<file path="src/rtl/rreg_file_if.sv">
// Register-file bus: write-back writes, decode reads,
// and load scoreboard marks.
interface rreg_file_if #(
    parameter int DATA_W = 32,
    parameter int ADDR_W = 5
);
    logic              wite_Rreg;
    logic [ADDR_W-1:0] wite_Rreg_addr;
    logic [DATA_W-1:0] wite_Rreg_data;
    logic              read_Rreg1;
    logic [ADDR_W-1:0] read_Rreg1_addr;
    logic [DATA_W-1:0] read_Rreg1_data;
    logic              read_Rreg2;
    logic [ADDR_W-1:0] read_Rreg2_addr;
    logic [DATA_W-1:0] read_Rreg2_data;
    logic              mark_busy;
    logic [ADDR_W-1:0] mark_busy_addr;
    logic              busy1;
    logic              busy2;

    modport master (
        output wite_Rreg, wite_Rreg_addr, wite_Rreg_data,
        output read_Rreg1, read_Rreg1_addr,
        output read_Rreg2, read_Rreg2_addr,
        output mark_busy, mark_busy_addr,
        input  read_Rreg1_data, read_Rreg2_data,
        input  busy1, busy2
    );

    modport slave (
        input  wite_Rreg, wite_Rreg_addr, wite_Rreg_data,
        input  read_Rreg1, read_Rreg1_addr,
        input  read_Rreg2, read_Rreg2_addr,
        input  mark_busy, mark_busy_addr,
        output read_Rreg1_data, read_Rreg2_data,
        output busy1, busy2
    );
endinterface

</file>
<file path="src/rtl/rreg_file.sv">
// General-purpose register file with write-to-read bypass
// and a per-register pending-load scoreboard.
module rreg_file #(
    parameter int DATA_W = 32,
    parameter int ADDR_W = 5
) (
    input logic        clk,
    input logic        rst,
    rreg_file_if.slave bus
);
    localparam int NREG = 1 << ADDR_W;

    logic [DATA_W-1:0] regs [NREG];
    logic [NREG-1:0]   busy;

    logic              wr_en;
    logic              mk_en;
    logic              hit1;
    logic              hit2;
    logic [DATA_W-1:0] rd1;
    logic [DATA_W-1:0] rd2;

    assign wr_en = bus.wite_Rreg && (bus.wite_Rreg_addr != '0);
    assign mk_en = bus.mark_busy && (bus.mark_busy_addr != '0);

    assign hit1 = bus.wite_Rreg
               && (bus.wite_Rreg_addr == bus.read_Rreg1_addr);
    assign hit2 = bus.wite_Rreg
               && (bus.wite_Rreg_addr == bus.read_Rreg2_addr);

    always_ff @(posedge clk or posedge rst) begin
        if (rst) begin
            for (int i = 0; i < NREG; i++) begin
                regs[i] <= '0;
            end
        end else if (wr_en) begin
            regs[bus.wite_Rreg_addr] <= bus.wite_Rreg_data;
        end
    end

    // Set after clear so a new load wins over the retiring one.
    always_ff @(posedge clk or posedge rst) begin
        if (rst) begin
            busy <= '0;
        end else begin
            if (wr_en) begin
                busy[bus.wite_Rreg_addr] <= 1'b0;
            end
            if (mk_en) begin
                busy[bus.mark_busy_addr] <= 1'b1;
            end
        end
    end

    always_comb begin
        rd1 = '0;
        if (!bus.read_Rreg1 || bus.read_Rreg1_addr == '0) begin
            rd1 = '0;
        end else if (hit1) begin
            rd1 = bus.wite_Rreg_data;
        end else begin
            rd1 = regs[bus.read_Rreg1_addr];
        end
    end

    always_comb begin
        rd2 = '0;
        if (!bus.read_Rreg2 || bus.read_Rreg2_addr == '0) begin
            rd2 = '0;
        end else if (hit2) begin
            rd2 = bus.wite_Rreg_data;
        end else begin
            rd2 = regs[bus.read_Rreg2_addr];
        end
    end

    assign bus.read_Rreg1_data = rd1;
    assign bus.read_Rreg2_data = rd2;

    // busy[0] never sets, so address 0 reads as not busy.
    assign bus.busy1 = bus.read_Rreg1
                    && busy[bus.read_Rreg1_addr] && !hit1;
    assign bus.busy2 = bus.read_Rreg2
                    && busy[bus.read_Rreg2_addr] && !hit2;
endmodule

</file>
<file path="src/flat_wrapper.sv">
// flat-port wrapper written by rule: the top's interface ports become plain ports
module rreg_file_flat 
#(
    parameter int DATA_W = 32,
    parameter int ADDR_W = 5
)
  (clk, rst, bus_wite_Rreg, bus_wite_Rreg_addr, bus_wite_Rreg_data, bus_read_Rreg1, bus_read_Rreg1_addr, bus_read_Rreg2, bus_read_Rreg2_addr, bus_mark_busy, bus_mark_busy_addr, bus_read_Rreg1_data, bus_read_Rreg2_data, bus_busy1, bus_busy2);
  rreg_file_if #(.DATA_W(DATA_W), .ADDR_W(ADDR_W)) bus_i ();
  input logic clk;
  input logic rst;
  input wire logic [$bits(bus_i.wite_Rreg)-1:0] bus_wite_Rreg;
  input wire logic [$bits(bus_i.wite_Rreg_addr)-1:0] bus_wite_Rreg_addr;
  input wire logic [$bits(bus_i.wite_Rreg_data)-1:0] bus_wite_Rreg_data;
  input wire logic [$bits(bus_i.read_Rreg1)-1:0] bus_read_Rreg1;
  input wire logic [$bits(bus_i.read_Rreg1_addr)-1:0] bus_read_Rreg1_addr;
  input wire logic [$bits(bus_i.read_Rreg2)-1:0] bus_read_Rreg2;
  input wire logic [$bits(bus_i.read_Rreg2_addr)-1:0] bus_read_Rreg2_addr;
  input wire logic [$bits(bus_i.mark_busy)-1:0] bus_mark_busy;
  input wire logic [$bits(bus_i.mark_busy_addr)-1:0] bus_mark_busy_addr;
  output wire logic [$bits(bus_i.read_Rreg1_data)-1:0] bus_read_Rreg1_data;
  output wire logic [$bits(bus_i.read_Rreg2_data)-1:0] bus_read_Rreg2_data;
  output wire logic [$bits(bus_i.busy1)-1:0] bus_busy1;
  output wire logic [$bits(bus_i.busy2)-1:0] bus_busy2;
  assign bus_i.wite_Rreg = bus_wite_Rreg;
  assign bus_i.wite_Rreg_addr = bus_wite_Rreg_addr;
  assign bus_i.wite_Rreg_data = bus_wite_Rreg_data;
  assign bus_i.read_Rreg1 = bus_read_Rreg1;
  assign bus_i.read_Rreg1_addr = bus_read_Rreg1_addr;
  assign bus_i.read_Rreg2 = bus_read_Rreg2;
  assign bus_i.read_Rreg2_addr = bus_read_Rreg2_addr;
  assign bus_i.mark_busy = bus_mark_busy;
  assign bus_i.mark_busy_addr = bus_mark_busy_addr;
  assign bus_read_Rreg1_data = bus_i.read_Rreg1_data;
  assign bus_read_Rreg2_data = bus_i.read_Rreg2_data;
  assign bus_busy1 = bus_i.busy1;
  assign bus_busy2 = bus_i.busy2;
  rreg_file #(.DATA_W(DATA_W), .ADDR_W(ADDR_W)) u_core (.clk(clk), .rst(rst), .bus(bus_i));
endmodule
</file>
<file path="config.mk">
export PLATFORM = sky130hd
export DESIGN_NAME = rreg_file_flat
export DESIGN_NICKNAME = d
export VERILOG_FILES = /design/src/rtl/rreg_file_if.sv /design/src/rtl/rreg_file.sv /design/src/flat_wrapper.sv
export SDC_FILE = /design/constraint.sdc
export NUM_CORES = 2
export LEC_CHECK = 0
export CAP_MARGIN = 10
export CORE_ASPECT_RATIO = 0.75
export CORE_MARGIN = 5
export CORE_UTILIZATION = 55
export DETAILED_ROUTE_END_ITERATION = 8
export PLACE_DENSITY = 0.72
export SLEW_MARGIN = 10
export SYNTH_ARGS = -nofsm -noshare
export SYNTH_HDL_FRONTEND = slang
export SYNTH_SLANG_ARGS = --single-unit
</file>
<file path="constraint.sdc">
create_clock -name clk -period 117 [get_ports clk]
set_clock_uncertainty 0.15 [all_clocks]
set_input_delay 23.4 -clock clk [delete_from_list [all_inputs] [get_ports clk]]
set_output_delay 23.4 -clock clk [all_outputs]
set_load 0.02 [all_outputs]
</file>
==> results.py <==
metrics = {
    "yosys": {
        "synth_simple_gate_area_share_pct": 2.64,
        "synth_cell_types": 47,
        "syn_nets": 3876,
        "synth_top_family_by_area": "multiplexers",
        "syn_inst": 3818,
        "synthAdderAreaFrac_pct": 0,
        "synth_compound_area_share_pct": 4.44,
        "ys_ff_latch": 1056,
        "ys.flop_type": "dfrtp_1",
        "ys_warn_count": 0,
        "async_flop_share_pct": 100,
        "synth_edf_count": 0,
        "ys_seq_area_share_pct": 46.1,
        "synthMuxAreaShare_pct": 43.0,
        "netlist_area_um2": 57300,
        "syn_avg_cell_area_um2": 15.0,
        "synth-xor-area-share_pct": 0.153,
    },
    "drt": {
        "avgRoutedWirePerCell_um": 35.1,
        "vias_per_cell": 7.32,
        "drtIter0Drc": 4721,
        "drc": 0,
        "antenna_left": 0,
        "first_pass_iters": 6,
        "wirelength_um": 180000,
        "vias": 37546,
    },
    "worst_setup_path": {
        "max_stage_delay_ns": 0.99,
        "endpoint_kind": "output port",
        "r2r_end": "u_core.regs[471]$_DFFE_PP0P_",
        "path_max_fanout": 49,
        "startpoint_type": "primary input",
        "crit-reg2reg-launch": "u_core.regs[471]$_DFFE_PP0P_",
        "crit_top_cell": "buf_4",
        "cp.arrival_ns": 28.00,
        "rrSetupSlack_ns": 116.04,
        "critPathTopFamily": "buffers and inverters",
        "crit_chain": "buf_8 -> buf_4 -> buf_4 -> mux4_2 -> mux2i_1 -> or2_2 -> a311oi_1 -> clkdlybuf4s50_1",
        "cp_data_required_time_ns": 93.45,
        "r2r.worst_path.cells": 1,
        "worstSetupPathType": "in -> out",
        "cp.buffers_inverters": 4,
        "slowest_stage": "buf_4",
    },
    "sta": {
        "hold_viol": 0,
        "hold_ws_ns": 0.251,
        "min_period_ns": 51.55,
        "worst_pin_slew_ns": 1.26,
        "rsz0062_at_grt": "false",
        "setup_viol": 0,
        "finalMaxSlewViolations": 0,
        "finalSetupTns_ns": 0,
        "fmax_mhz": 19.4,
        "period_share_pct": 44.1,
        "slew_headroom_pct": 15.9,
    },
    "clock_network": {
        "hold_buffers": 0,
        "cts_setup_buffers": 0,
        "cts.clk_slew.worst_paths_ns": 0.06,
        "cts-root-buf": "clkbuf_16",
        "cts_tree": "yes",
        "cts_made_buffers": 104,
        "clk_path_buf_depth": 3,
        "htreeDepth": 3,
        "cts_sinks": 1056,
        "cts_resized": 0,
        "worstSkewPairLatency_ns": 0.69,
    },
    "power": {
        "p_leak_nw": 26.6,
        "peakVddDrop_uv": 11.2,
        "totalPowerFinal_mw": 1.07,
        "power_density_nw_per_um2": 17.0,
    },
    "worst_hold_path": {
        "hold_depth": 0,
        "hold_path_class": "reg -> reg",
        "holdPathEnd": "u_core.regs[1007]$_DFFE_PP0P_",
        "holdCritStartpoint": "u_core.regs[1007]$_DFFE_PP0P_",
    },
    "final_layout": {
        "fillerInstances": 7654,
        "finalNonFillerCells": 5126,
        "finish.net_count": 3752,
        "diodes": 0,
        "syn_to_final_growth_pct": 9.76,
        "layout-drive-gt1-share_pct": 50.5,
    },
    "place": {
        "dp_hpwl_um": 92700,
        "place_congestion": 0.809,
        "place_inst": 4940,
        "io_buffer_count": 123,
    },
    "grt": {
        "grt_pass1_wl_um": 266000,
        "gr-usage-all-layers_pct": 32.8,
        "antenna_found_initial": 2,
        "first_global_vias": 38211,
        "grt_max_degree": 157,
        "grt_overflow_total": 0,
    },
    "floorplan": {
        "ioPinCount": 124,
        "start_util_pct": 55.5,
        "die_area_um2": 111000,
        "die_h_um": 289,
        "die_x_um": 383,
        "core_area_um2": 103000,
        "num_rows": 102,
    },
    "status": {
        "status": "complete, no violations",
    },
    "run": {
        "drv_cap": 0,
    },
}
synthesized netlist by cell type, drive strengths merged (11+ instances only):
cell type,instances,area share (%)
a2bb2oi,11,0.17
a21o,32,0.42
a211oi,45,0.59
o2111a,21,0.41
nand2,165,1.1
a311oi,43,0.66
dfrtp,1056,46
a211o,20,0.31
inv,14,0.092
or2,14,0.15
nand3,18,0.16
mux4,552,22
nor2,15,0.098
o31ai,46,0.60
o221ai,21,0.32
buf,200,1.9
clkbuf,259,1.7
a22o,11,0.17
nand4,34,0.37
mux2i,97,1.7
mux2,994,20
nand2b,36,0.39
o22ai,49,0.54
metal layers:
layer / vias up / wire, um / global-route usage (%)
met5: - / 60 / 0.301
met4: 4 / 9030 / 13.4
met3: 512 / 18600 / 9.42
met2: 2175 / 80700 / 49.4
met1: 20221 / 71500 / 45.3
li1: 14634 / - / -
metrics by stage:
| step | utilization, % | setup slack (ns) | area [um2] |
|---|---|---|---|
| 2_1_floorplan | - | 63.73 | 57300 |
| 3_3_place_gp | 57.4 | 65.38 | 59300 |
| 3_5_place_dp | 57.4 | 65.40 | 59300 |
| 4_1_cts | 60.9 | 65.41 | 62900 |
| 5_1_grt | 60.9 | 65.29 | 62900 |
| 6_report | 60.9 | 65.45 | 62900 |
cells by family after synthesis:
group / after synthesis
flip-flops: 1056
AND/OR/NAND/NOR: 313
XOR/XNOR: 10
multiplexers: 1643
AO/OA/AOI/OAI: 321
buffers and inverters: 475
sequential cells by signal, summed over array words and instances (netlist names):
name / cells
u_core.regs: 1024
u_core.busy: 32
placed cells by master (no fill, tap or decap), types with 43 or more instances in the layout:
master	n
dfrtp_1	1056
mux2_2	994
mux4_2	552
nand2_1	148
clkdlybuf4s50_1	114
clkbuf_16	108
buf_4	105
mux2i_1	97
o22ai_1	49
o31ai_1	46
a211oi_1	45
a311oi_1	43
power breakdown:
group	internal [mW]	switching [mW]	leakage, nW
Combinational	0.137	0.0904	11.4
Sequential	0.435	0.0526	13.5
Clock	0.203	0.149	1.77
Total	0.775	0.292	26.6
how the worst max path moves through the flow:
stage          depth (start not counted)  slack (ns)                   start                  endpoint
2_1_floorplan                          1       63.73                     rst  u_core.busy[0]$_DFF_PP0_
3_3_place_gp                           8       65.38  bus_read_Rreg2_addr[0]   bus_read_Rreg2_data[20]
3_5_place_dp                           8       65.40  bus_read_Rreg2_addr[0]   bus_read_Rreg2_data[20]
4_1_cts                                8       65.41  bus_read_Rreg2_addr[0]   bus_read_Rreg2_data[20]
5_1_grt                                8       65.29  bus_read_Rreg2_addr[0]   bus_read_Rreg2_data[20]
6_report                               8       65.45  bus_read_Rreg2_addr[0]   bus_read_Rreg2_data[26]
cell type report:
cell class | instances | area, um2 | area share [%]
Inverter | 16 | 67.6 | 0.108
Sequential cell | 1056 | 26400 | 42.0
Clock inverter | 44 | 470 | 0.749
Timing Repair Buffer | 229 | 2080 | 3.30
Tap cell | 1352 | 1690 | 2.69
Clock buffer | 142 | 3080 | 4.90
Multi-Input combinational cell | 2287 | 29000 | 46.2
No activity file was read; power rests on OpenSTA's default activity.
